$ cat config.mk
export PLATFORM = sky130hd
export DESIGN_NAME = uart_tx_arbiter_flat
export DESIGN_NICKNAME = d
export VERILOG_FILES = /design/src/rtl/uart_tx_arbiter_if.sv /design/src/rtl/uart_tx_arbiter.sv /design/src/flat_wrapper.sv
export SDC_FILE = /design/constraint.sdc
export NUM_CORES = 1
export LEC_CHECK = 0
export CORE_MARGIN = 3
export CORE_UTILIZATION = 52
export CTS_CLUSTER_SIZE = 16
export DETAILED_ROUTE_END_ITERATION = 10
export MAX_ROUTING_LAYER = met4
export PLACE_DENSITY = 0.87
export RECOVER_POWER = 50
export SETUP_SLACK_MARGIN = 0.5
export SLEW_MARGIN = 20
export SYNTH_ARGS = -nofsm -noshare
export SYNTH_HDL_FRONTEND = slang
export SYNTH_SLANG_ARGS = --single-unit
$ cat constraint.sdc
create_clock -name wb_clk -period 6.3 [get_ports wb_clk]
set_input_delay 1.575 -clock wb_clk [delete_from_list [all_inputs] [get_ports wb_clk]]
set_output_delay 1.575 -clock wb_clk [all_outputs]
set_load 0.02 [all_outputs]
$ cat src/rtl/uart_tx_arbiter_if.sv
// Bundle of all non-clock signals between uart_tx_arbiter and its neighbours:
// the CPU byte path, the SNN output-buffer burst request, the output-buffer
// read port and the SerialTransmitter handshake. The arbiter uses the slave view.
interface uart_tx_arbiter_if #(
    parameter int ADDR_W      = 8,
    parameter int MAX_WORDS_W = 8
);
    logic [7:0]             i_cpu_dat;
    logic                   i_cpu_wren;
    logic                   o_cpu_full;
    logic                   o_cpu_empty;
    logic                   i_hp_start;
    logic [MAX_WORDS_W-1:0] i_hp_words;
    logic                   o_hp_busy;
    logic                   o_hp_done;
    logic                   o_buf_ren;
    logic [ADDR_W-1:0]      o_buf_addr;
    logic [31:0]            i_buf_dat;
    logic [7:0]             o_tx_data;
    logic                   o_tx_send;
    logic                   i_tx_ready;

    modport slave (
        input  i_cpu_dat, i_cpu_wren, i_hp_start, i_hp_words, i_buf_dat, i_tx_ready,
        output o_cpu_full, o_cpu_empty, o_hp_busy, o_hp_done, o_buf_ren, o_buf_addr,
               o_tx_data, o_tx_send
    );

    modport master (
        output i_cpu_dat, i_cpu_wren, i_hp_start, i_hp_words, i_buf_dat, i_tx_ready,
        input  o_cpu_full, o_cpu_empty, o_hp_busy, o_hp_done, o_buf_ren, o_buf_addr,
               o_tx_data, o_tx_send
    );
endinterface

$ cat src/rtl/uart_tx_arbiter.sv
// Shares one SerialTransmitter between the CPU byte FIFO and a high-priority
// burst that dumps 32-bit output-buffer words little-endian, byte by byte.
//
// state    | meaning
// ---------+-----------------------------------------------------------
// IDLE     | choose next job: pending burst first, then CPU FIFO
// CPU_SEND | wait for ready, send FIFO head and pop it
// HP_RD    | output-buffer read of the current word index
// HP_LATCH | capture the read word, byte select back to 0
// HP_SEND  | wait for ready, send the selected byte of the word
// TX_WAIT  | one cycle while the transmitter drops its ready
// TX_RDY   | wait for ready, then next byte / next word / done / IDLE
// HP_DONE  | one-cycle done pulse, release the burst request
module uart_tx_arbiter #(
    parameter int CPU_FIFO_DEPTH = 4,
    parameter int ADDR_W         = 8,
    parameter int MAX_WORDS_W    = 8
) (
    input logic              wb_clk,
    input logic              wb_rst,
    uart_tx_arbiter_if.slave bus
);
    localparam int PTR_W = $clog2(CPU_FIFO_DEPTH);
    localparam int CNT_W = PTR_W + 1;

    typedef enum logic [2:0] {
        IDLE, CPU_SEND, HP_RD, HP_LATCH, HP_SEND, TX_WAIT, TX_RDY, HP_DONE
    } state_t;

    state_t                 state;
    state_t                 disp_state;
    logic [7:0]             fifo_mem [CPU_FIFO_DEPTH];
    logic [PTR_W-1:0]       wr_ptr;
    logic [PTR_W-1:0]       rd_ptr;
    logic [CNT_W-1:0]       count;
    logic                   full;
    logic                   push;
    logic                   pop;
    logic                   hp_busy;
    logic [MAX_WORDS_W-1:0] hp_words;
    logic [MAX_WORDS_W-1:0] idx;
    logic [MAX_WORDS_W-1:0] idx_next;
    logic [1:0]             sel;
    logic [31:0]            word_q;
    logic                   cpu_inflight;
    logic                   buf_ren;
    logic [ADDR_W-1:0]      buf_addr;
    logic                   hp_done;
    logic [7:0]             tx_data_q;
    logic                   send_cpu;
    logic                   send_hp;
    logic                   tx_fire;
    logic [7:0]             cand;

    assign full     = (count == CNT_W'(CPU_FIFO_DEPTH));
    assign push     = bus.i_cpu_wren && !full;
    assign send_cpu = (state == CPU_SEND) && bus.i_tx_ready;
    assign send_hp  = (state == HP_SEND) && bus.i_tx_ready;
    assign pop      = send_cpu;
    // A send in the reset cycle would start a frame the FSM is about to forget.
    assign tx_fire  = (send_cpu || send_hp) && !wb_rst;
    assign cand     = send_cpu ? fifo_mem[rd_ptr] : word_q[{sel, 3'b000} +: 8];
    assign idx_next = idx + 1'b1;

    assign bus.o_cpu_full  = full;
    assign bus.o_cpu_empty = (count == '0) && !cpu_inflight;
    assign bus.o_hp_busy   = hp_busy;
    assign bus.o_hp_done   = hp_done;
    assign bus.o_buf_ren   = buf_ren;
    assign bus.o_buf_addr  = buf_addr;
    assign bus.o_tx_send   = tx_fire;
    // Show the new byte in its send cycle, then hold it until the next send.
    assign bus.o_tx_data   = tx_fire ? cand : tx_data_q;

    // Job selection used from IDLE and straight after a CPU byte completes.
    always_comb begin
        disp_state = IDLE;
        if (hp_busy) begin
            disp_state = (hp_words == '0) ? HP_DONE : HP_RD;
        end else if (count != '0) begin
            disp_state = CPU_SEND;
        end
    end

    // CPU FIFO storage; contents need no reset because count guards reads.
    always_ff @(posedge wb_clk) begin
        if (push) begin
            fifo_mem[wr_ptr] <= bus.i_cpu_dat;
        end
    end

    // CPU FIFO pointers and occupancy; pointers wrap naturally at the power-of-two depth.
    always_ff @(posedge wb_clk) begin
        if (wb_rst) begin
            wr_ptr <= '0;
            rd_ptr <= '0;
            count  <= '0;
        end else begin
            if (push) wr_ptr <= wr_ptr + 1'b1;
            if (pop)  rd_ptr <= rd_ptr + 1'b1;
            case ({push, pop})
                2'b10:   count <= count + 1'b1;
                2'b01:   count <= count - 1'b1;
                default: count <= count;
            endcase
        end
    end

    // Arbitration and byte sequencing FSM with registered read/done outputs.
    always_ff @(posedge wb_clk) begin
        if (wb_rst) begin
            state        <= IDLE;
            hp_busy      <= 1'b0;
            hp_words     <= '0;
            idx          <= '0;
            sel          <= '0;
            word_q       <= '0;
            cpu_inflight <= 1'b0;
            buf_ren      <= 1'b0;
            buf_addr     <= '0;
            hp_done      <= 1'b0;
            tx_data_q    <= '0;
        end else begin
            buf_ren <= 1'b0;
            hp_done <= 1'b0;
            if (bus.i_hp_start && !hp_busy) begin
                hp_busy  <= 1'b1;
                hp_words <= bus.i_hp_words;
            end
            if (send_cpu || send_hp) begin
                tx_data_q <= cand;
            end
            case (state)
                IDLE: begin
                    state <= disp_state;
                    if (disp_state == HP_RD) begin
                        idx      <= '0;
                        buf_ren  <= 1'b1;
                        buf_addr <= '0;
                    end
                    if (disp_state == HP_DONE) hp_done <= 1'b1;
                end
                CPU_SEND: begin
                    if (bus.i_tx_ready) begin
                        cpu_inflight <= 1'b1;
                        state        <= TX_WAIT;
                    end
                end
                HP_RD: begin
                    state <= HP_LATCH;
                end
                HP_LATCH: begin
                    word_q <= bus.i_buf_dat;
                    sel    <= '0;
                    state  <= HP_SEND;
                end
                HP_SEND: begin
                    if (bus.i_tx_ready) state <= TX_WAIT;
                end
                TX_WAIT: begin
                    state <= TX_RDY;
                end
                TX_RDY: begin
                    if (bus.i_tx_ready) begin
                        if (cpu_inflight) begin
                            // Fold the IDLE decision in so back-to-back CPU bytes stay 3 cycles apart.
                            cpu_inflight <= 1'b0;
                            state        <= disp_state;
                            if (disp_state == HP_RD) begin
                                idx      <= '0;
                                buf_ren  <= 1'b1;
                                buf_addr <= '0;
                            end
                            if (disp_state == HP_DONE) hp_done <= 1'b1;
                        end else if (sel != 2'd3) begin
                            sel   <= sel + 1'b1;
                            state <= HP_SEND;
                        end else if (idx_next < hp_words) begin
                            idx      <= idx_next;
                            buf_ren  <= 1'b1;
                            buf_addr <= ADDR_W'(idx_next);
                            state    <= HP_RD;
                        end else begin
                            hp_done <= 1'b1;
                            state   <= HP_DONE;
                        end
                    end
                end
                HP_DONE: begin
                    hp_busy <= 1'b0;
                    state   <= IDLE;
                end
                default: state <= IDLE;
            endcase
        end
    end
endmodule

$ cat src/flat_wrapper.sv
// flat-port wrapper written by rule: the top's interface ports become plain ports
module uart_tx_arbiter_flat 
#(
    parameter int CPU_FIFO_DEPTH = 4,
    parameter int ADDR_W         = 8,
    parameter int MAX_WORDS_W    = 8
)
  (wb_clk, wb_rst, bus_i_cpu_dat, bus_i_cpu_wren, bus_i_hp_start, bus_i_hp_words, bus_i_buf_dat, bus_i_tx_ready, bus_o_cpu_full, bus_o_cpu_empty, bus_o_hp_busy, bus_o_hp_done, bus_o_buf_ren, bus_o_buf_addr, bus_o_tx_data, bus_o_tx_send);
  uart_tx_arbiter_if #(.ADDR_W(ADDR_W), .MAX_WORDS_W(MAX_WORDS_W)) bus_i ();
  input logic wb_clk;
  input logic wb_rst;
  input wire logic [$bits(bus_i.i_cpu_dat)-1:0] bus_i_cpu_dat;
  input wire logic [$bits(bus_i.i_cpu_wren)-1:0] bus_i_cpu_wren;
  input wire logic [$bits(bus_i.i_hp_start)-1:0] bus_i_hp_start;
  input wire logic [$bits(bus_i.i_hp_words)-1:0] bus_i_hp_words;
  input wire logic [$bits(bus_i.i_buf_dat)-1:0] bus_i_buf_dat;
  input wire logic [$bits(bus_i.i_tx_ready)-1:0] bus_i_tx_ready;
  output wire logic [$bits(bus_i.o_cpu_full)-1:0] bus_o_cpu_full;
  output wire logic [$bits(bus_i.o_cpu_empty)-1:0] bus_o_cpu_empty;
  output wire logic [$bits(bus_i.o_hp_busy)-1:0] bus_o_hp_busy;
  output wire logic [$bits(bus_i.o_hp_done)-1:0] bus_o_hp_done;
  output wire logic [$bits(bus_i.o_buf_ren)-1:0] bus_o_buf_ren;
  output wire logic [$bits(bus_i.o_buf_addr)-1:0] bus_o_buf_addr;
  output wire logic [$bits(bus_i.o_tx_data)-1:0] bus_o_tx_data;
  output wire logic [$bits(bus_i.o_tx_send)-1:0] bus_o_tx_send;
  assign bus_i.i_cpu_dat = bus_i_cpu_dat;
  assign bus_i.i_cpu_wren = bus_i_cpu_wren;
  assign bus_i.i_hp_start = bus_i_hp_start;
  assign bus_i.i_hp_words = bus_i_hp_words;
  assign bus_i.i_buf_dat = bus_i_buf_dat;
  assign bus_i.i_tx_ready = bus_i_tx_ready;
  assign bus_o_cpu_full = bus_i.o_cpu_full;
  assign bus_o_cpu_empty = bus_i.o_cpu_empty;
  assign bus_o_hp_busy = bus_i.o_hp_busy;
  assign bus_o_hp_done = bus_i.o_hp_done;
  assign bus_o_buf_ren = bus_i.o_buf_ren;
  assign bus_o_buf_addr = bus_i.o_buf_addr;
  assign bus_o_tx_data = bus_i.o_tx_data;
  assign bus_o_tx_send = bus_i.o_tx_send;
  uart_tx_arbiter #(.CPU_FIFO_DEPTH(CPU_FIFO_DEPTH), .ADDR_W(ADDR_W), .MAX_WORDS_W(MAX_WORDS_W)) u_core (.wb_clk(wb_clk), .wb_rst(wb_rst), .bus(bus_i));
endmodule
# Word level (Yosys, flattened, before mapping)
# Memories as Yosys holds them, arrays and structs flattened. A register that Yosys moved wholly into a read port is not among the register bits.
# Index checks and enable logic that the tools add are counted.
classes:
  add_sub_neg: 6
  n_lt_le_gt_ge: 1
  eq_ne: 20
  n_shift: 1
  n_mux: 45
  reduce_logical: 25
op_table:
  columns: ["operator", "n"]
  rows:
  - ["$mux W8", 10]
  - ["$pmux W8 S2", 2]
  - ["$shiftx A32 B6 Y8", 1]
  - ["$mux W3", 7]
  - ["$pmux W3 S7", 1]
  - ["$eq A3 B3 Y1 const B", 6]
  - ["$mux W1", 15]
  - ["$mux W2", 5]
  - ["$eq A3 B2 Y1 const B", 3]
  - ["$add A8 B1 Y8 const B", 1]
  - ["$logic_not A8 Y1", 1]
  - ["$lt A8 B8 Y1", 1]
  - ["$ne A2 B2 Y1 const B", 4]
  - ["$reduce_and A4 Y1", 2]
  - ["$reduce_bool A2 Y1", 4]
  - ["$add A2 B1 Y2 const B", 3]
  - ["$logic_and A1 B1 Y1", 6]
  - ["$logic_not A3 Y1", 2]
  - ["$pmux W1 S2", 3]
  - ["$pmux W3 S2", 1]
  - ["$logic_not A1 Y1", 4]
  - ["$ne A2 B1 Y1 const B", 2]
  - ["$pmux W2 S2", 1]
  - ["$reduce_or A2 Y1", 2]
  - ["other kinds (11)", 11]
word_totals:
  ff_bits: 80
  ramBits: 32
  in_bits: 53
  output_inout_bits: 22
  elab_cells: 113
  memories: 1
mem_list:
  columns: ["name", "depth", "width", "rd", "rd_clocked_by_memory_dff", "write_ports", "line_no", "rtl"]
  rows:
  - ["u_core.fifo_mem", 4, 8, 1, 1, 1, "uart_tx_arbiter.sv:32", "logic [7:0] fifo_mem [CPU_FIFO_DEPTH];"]

# Logic depth before layout (Yosys ltp)
depth:
  word_depth: 8
  mapped_depth: 11
  mapped_depth_nobuf: 10

# Least setup slack after synthesis
# Ideal clock, no wire load.
synth_timing:
  kind: "input port to output port"
  start: "in bus_i_tx_ready"
  end: "out bus_o_tx_data[6]"
  t_arrival_ps: 2962
  path_slack_ps: 1763
  path_stages: 6
  path_cell_list: "buf_2 -> nand3_1 -> nor2_1 -> buf_2 -> nor2_1 -> a21oi_1"
synth_via:
  elab_chain_len: 4
  elab_cells_between_ends: 6
  cone_classes: "mux (2); reduce/logical (4)"
synth_lines:
  columns: ["item", "line_no", "rtl"]
  rows:
  - ["start: declaration", "flat_wrapper.sv:17", "input wire logic [$bits(bus_i.i_tx_ready)-1:0] bus_i_tx_ready;"]
  - ["$logic_and A1 B1 Y1 (on tied branches)", "uart_tx_arbiter.sv:57, uart_tx_arbiter.sv:58", null]
  - ["$logic_or A1 B1 Y1 (*)", "uart_tx_arbiter.sv:61", "assign tx_fire = (send_cpu || send_hp) && !wb_rst;"]
  - ["$logic_and A1 B1 Y1 (*)", "uart_tx_arbiter.sv:61", null]
  - ["named net bus_o_tx_send", "flat_wrapper.sv:25", "output wire logic [$bits(bus_i.o_tx_send)-1:0] bus_o_tx_send;"]
  - ["$mux W8 (*)", "uart_tx_arbiter.sv:73", "assign bus.o_tx_data = tx_fire ? cand : tx_data_q;"]
  - ["end: declaration", "flat_wrapper.sv:24", "output wire logic [$bits(bus_i.o_tx_data)-1:0] bus_o_tx_data;"]
# The timed path passes the listed nets; every way through them passes the cells marked *.

# Final worst setup path
layout_timing:
  start: "in bus_i_tx_ready"
  end: "out bus_o_tx_data[6]"
layout_via:
  elab_chain_len: 4
  elab_cells_between_ends: 6
  cone_classes: "mux (2); reduce/logical (4)"
layout_lines:
  columns: ["item", "line_no"]
  rows:
  - ["$logic_and A1 B1 Y1 (on tied branches)", "uart_tx_arbiter.sv:57, uart_tx_arbiter.sv:58"]
  - ["$logic_or A1 B1 Y1", "uart_tx_arbiter.sv:61"]
  - ["$logic_and A1 B1 Y1", "uart_tx_arbiter.sv:61"]
  - ["$mux W8 (*)", "uart_tx_arbiter.sv:73"]
# Every way passes the cells marked *; elsewhere a longest branch is shown, timed or not.

==> impl_summary.txt <==
----------------------------------------------------
[Outcome]
  Result of the run ... complete, but fails checks
  Violated checks ... capacitance limit, slew limit

[Critical path]
  Slowest library cell on the worst path ... clkdlybuf4s50_1
  Highest fanout seen on the critical path ... 10
  Cell family contributing the most delay on the critical path ... buffers and inverters
  WS Path Type ... input pin to output port
  Cell breakdown of the critical path ... clkdlybuf4s50_1, nor4bb_2, buf_4, mux2i_1, a21oi_1, clkdlybuf4s50_1
  Most repeated library cell on the critical path ... clkdlybuf4s50_1
  Worst stage delay on the critical path ... around 630 ps
  Kind of capture point of the worst setup path ... output port
  Count of buffering cells on the critical path with inverters included ... 3
  Required time reported for the critical path endpoint ... 4720 ps
  Element type at the critical path start ... input pin
  Worst Path Arrival ... 4050 ps

[Timing]
  Setup total negative slack ... 0 ps
  RSZ-0062 raised after global routing ... no
  Setup Viol. Count Final ... 0
  Max Clock Skew ... 8.57 ps
  Slew Viols, Final ... 92
  Worst Max-Slew Pin Slew ... ~3500 ps
  Final hold violation count ... 0
  Minimum clock period after layout ... 5620 ps
  Post-route fraction of the period consumed by the critical path ... 0.893
  Max Clk Rate ... 0.178 GHz
  Worst-case hold slack ... ~450 ps
  Worst Setup Slack, final ... 676 ps
  Headroom to the max-slew limit ... -1.35

[Die]
  Floorplan die height ... 105 um
  FP Rows ... 35
  Die width ... 105 um
  Die Area ... 10,900 sq um
  Placeable core area ... 9330 sq um
  Effective utilization at floorplan ... 0.542
  Number of ports placed on the die boundary ... 75

[CTS]
  Post_cts resized ... 0
  Depth of the CTS H-tree ... 4
  Clock insertion delay at the later pin of the skew report ... ~520 ps
  Clock Path Buffers ... 2
  Number of clock buffers inserted by TritonCTS ... 17
  CTS Sinks ... 114
  # hold bufs at CTS ... 0
  CTS tree ... done
  CTS root buffer ... clkbuf_8
  Setup repair bufs after CTS ... 0
  Clock transition at the register clock pins on the worst setup and hold paths after CTS ... 60 ps

[Power and ir drop]
  Net switching power ... 0.706 mW
  Power density over the cells ... 356 nW/um^2
  Reported leakage power ... around 2.2 nW
  Part of the power in combinational logic ... 0.194
  Cell-internal power ... 1.59 mW
  Total power of the final layout ... roughly 2.3 mW
  Seq pwr share ... 0.391
  Switching part of the total power ... 0.308
  Worst vdd ir ... 0.260 mV
  Fraction of power consumed by the clock network ... 0.415

[Layout]
  Number of filler instances in the final layout ... roughly 660
  Area growth from synthesis to layout ... 27.3%
  Diodes inserted ... 0
  Area of all sequential standard cells ... 2600 sq um
  Final layout net count ... 650
  Post-route cell area ... 6430 sq um
  Share of layout cells above drive strength 1 ... 0.0975
  Leading cell types in the layout, fill and taps excluded ... dfxtp_1, nand2_1, a21oi_1
  Layout Cells excl Fill ... 724
  Area of combinational cells with multiple inputs ... 2250 sq um
  Utilization after layout ... 0.689
  Commonest non-fill, non-tap cell in the layout ... dfxtp_1

[Logic synthesis]
  Syn. warnings ... 0
  Number of register bits inferred by synthesis ... about 110
  Synth Area in Simple Gates ... 0.176
  Unique masters post-synth ... 46
  Top_reg_cell synth ... dfxtp_1
  Mux share of post-synthesis cell area ... 0.0911
  Number of flops mapped to enable cells by yosys ... 32
  Fraction of the mapped netlist area in compound gates ... 0.115
  Post-synthesis adder-cell area fraction ... 0.0386
  Portion of the post-synthesis area used by sequential elements ... 0.515
  Synth Area in XOR/XNOR ... 0.0208
  Cell count after synthesis ... 520
  Number of nets in the synthesized netlist ... 588
  Dominant combinational cell family by area after synthesis ... simple AND/OR/NAND/NOR gates
  Netlist area before placement ... about 5100 sq um
  Synth async-reset ratio ... 0
  Mean Syn Cell Area ... 9.72 sq um

[Placement]
  Gpl congestion ... 0.865
  Cell count after placement ... roughly 700
  Estimated wirelength of the detail-placed design ... 7.94 mm
  Count of input and output buffers ... 74
  Placed inst area ... between 5000 and 6000 sq um
  Worst slack after detailed placement ... 721 ps

[Global routing]
  Antenna violations before repair ... 0
  Overflow left after global routing ... 0
  Global-route usage over all layers ... 0.243
  Maximum number of pins on one net before global-route repair ... 92
  Vias in the first global route ... 4,109
  Global-route wire length before repair ... 20.4 mm

[Drt]
  Post-route ant nets ... 0
  Post-DR wirelength/cell ... about 17 um
  Pre-Repair DR Iteration Count ... 6
  Wire length reported by the detailed router ... 12.4 mm
  DRC violation total after the first TritonRoute iteration ... 319
  Detailed-route DRC error count ... 0
  Average via count per standard cell ... 5.66
  DR vias ... 4,098

[Run]
  Max Cap Violations ... 1

[Worst hold path]
  HP Class ... register to register

----------------------------------------------------
[power by group through the flow]
stage / sequential, mW / combinational (mW) / clock, mW
2_1_floorplan: 0.852 / 0.327 / 0
3_3_place_gp: 0.900 / 0.414 / 0
3_5_place_dp: 0.907 / 0.429 / 0
4_1_cts: 0.892 / 0.438 / 0.959
5_1_grt: 0.905 / 0.486 / 0.993
6_report: 0.896 / 0.444 / 0.952
[state kept, by name, summed over array words and instances (netlist names), named ones only]
signal and flops:
u_core.word_q 32, u_core.state 3, u_core.rd_ptr 2, u_core.sel 2, u_core.idx 8, u_core.hp_words 8
u_core.fifo_mem 32, u_core.bus.o_hp_done 1, u_core.bus.o_buf_ren 1, u_core.wr_ptr 2, u_core.bus.o_buf_addr 8, u_core.tx_data_q 8
u_core.cpu_inflight 1, u_core.bus.o_hp_busy 1, u_core.count 3
[per-layer routing]
metal	GRT usage	routed length, um
met4	0.0900	304
met2	0.417	6430
met3	0.0525	772
met1	0.281	4900
met5	-	0
[cells by family (layout without fill, tap and decap cells)]
logic type	after synthesis	count (layout)
compound gates	104	104
xor+xnor	12	12
fa+ha+maj	15	15
buf+inv	54	129
flops	114	114
mux	26	26
simple gates	195	195
[area by class of cell]
class	instances	area share
Sequential cell	114	0.405
Multi-Input combinational cell	352	0.350
Timing Repair Buffer	78	0.118
Clock buffer	17	0.0644
Clock inverter	15	0.0263
Tap cell	129	0.0251
Inverter	19	0.0111
[synthesized netlist by cell type (2+ instances only)]
library cell,n,share of area
a211oi_1,2,0.0030
a21oi_1,68,0.067
a31oi_1,2,0.0025
and2_1,4,0.0050
and3_1,2,0.0025
and4_1,2,0.0035
buf_1,3,0.0022
buf_2,6,0.0059
clkbuf_1,25,0.019
dfxtp_1,82,0.32
edfxtp_1,32,0.19
ha_1,14,0.035
inv_1,19,0.014
mux2i_1,10,0.020
mux4_2,16,0.071
nand2_1,75,0.056
nand2b_1,16,0.020
nand3_1,11,0.011
nand4_1,3,0.0037
nor2_1,59,0.044
nor2b_1,2,0.0025
nor3_1,4,0.0040
nor4_1,4,0.0050
nor4b_1,2,0.0035
o2111ai_1,2,0.0035
o21a_1,2,0.0030
o21ai_0,17,0.017
o32ai_1,3,0.0052
or3_1,4,0.0050
or3b_2,3,0.0052
xnor2_1,6,0.010
xor2_1,6,0.010
[path summary, 6_finish.rpt]
kind | from | endpoint | cells past startpoint | slack (ps)
setup reg to reg | u_core.idx[0] | u_core.bus.o_buf_addr[1] | 9 | 3170
hold reg to reg | u_core.word_q[23] | u_core.word_q[23] | 2 | 450
hold / removal | u_core.word_q[23] | u_core.word_q[23] | 2 | 450
setup / recovery | bus_i_tx_ready | bus_o_tx_data[6] | 6 | 680
[tightest hold or removal path: stages (launching register included)]
cell	delay [ps]
dfxtp_1	310
nand2_1	50
a21oi_1	50
(Power assumes the default switching activity.)
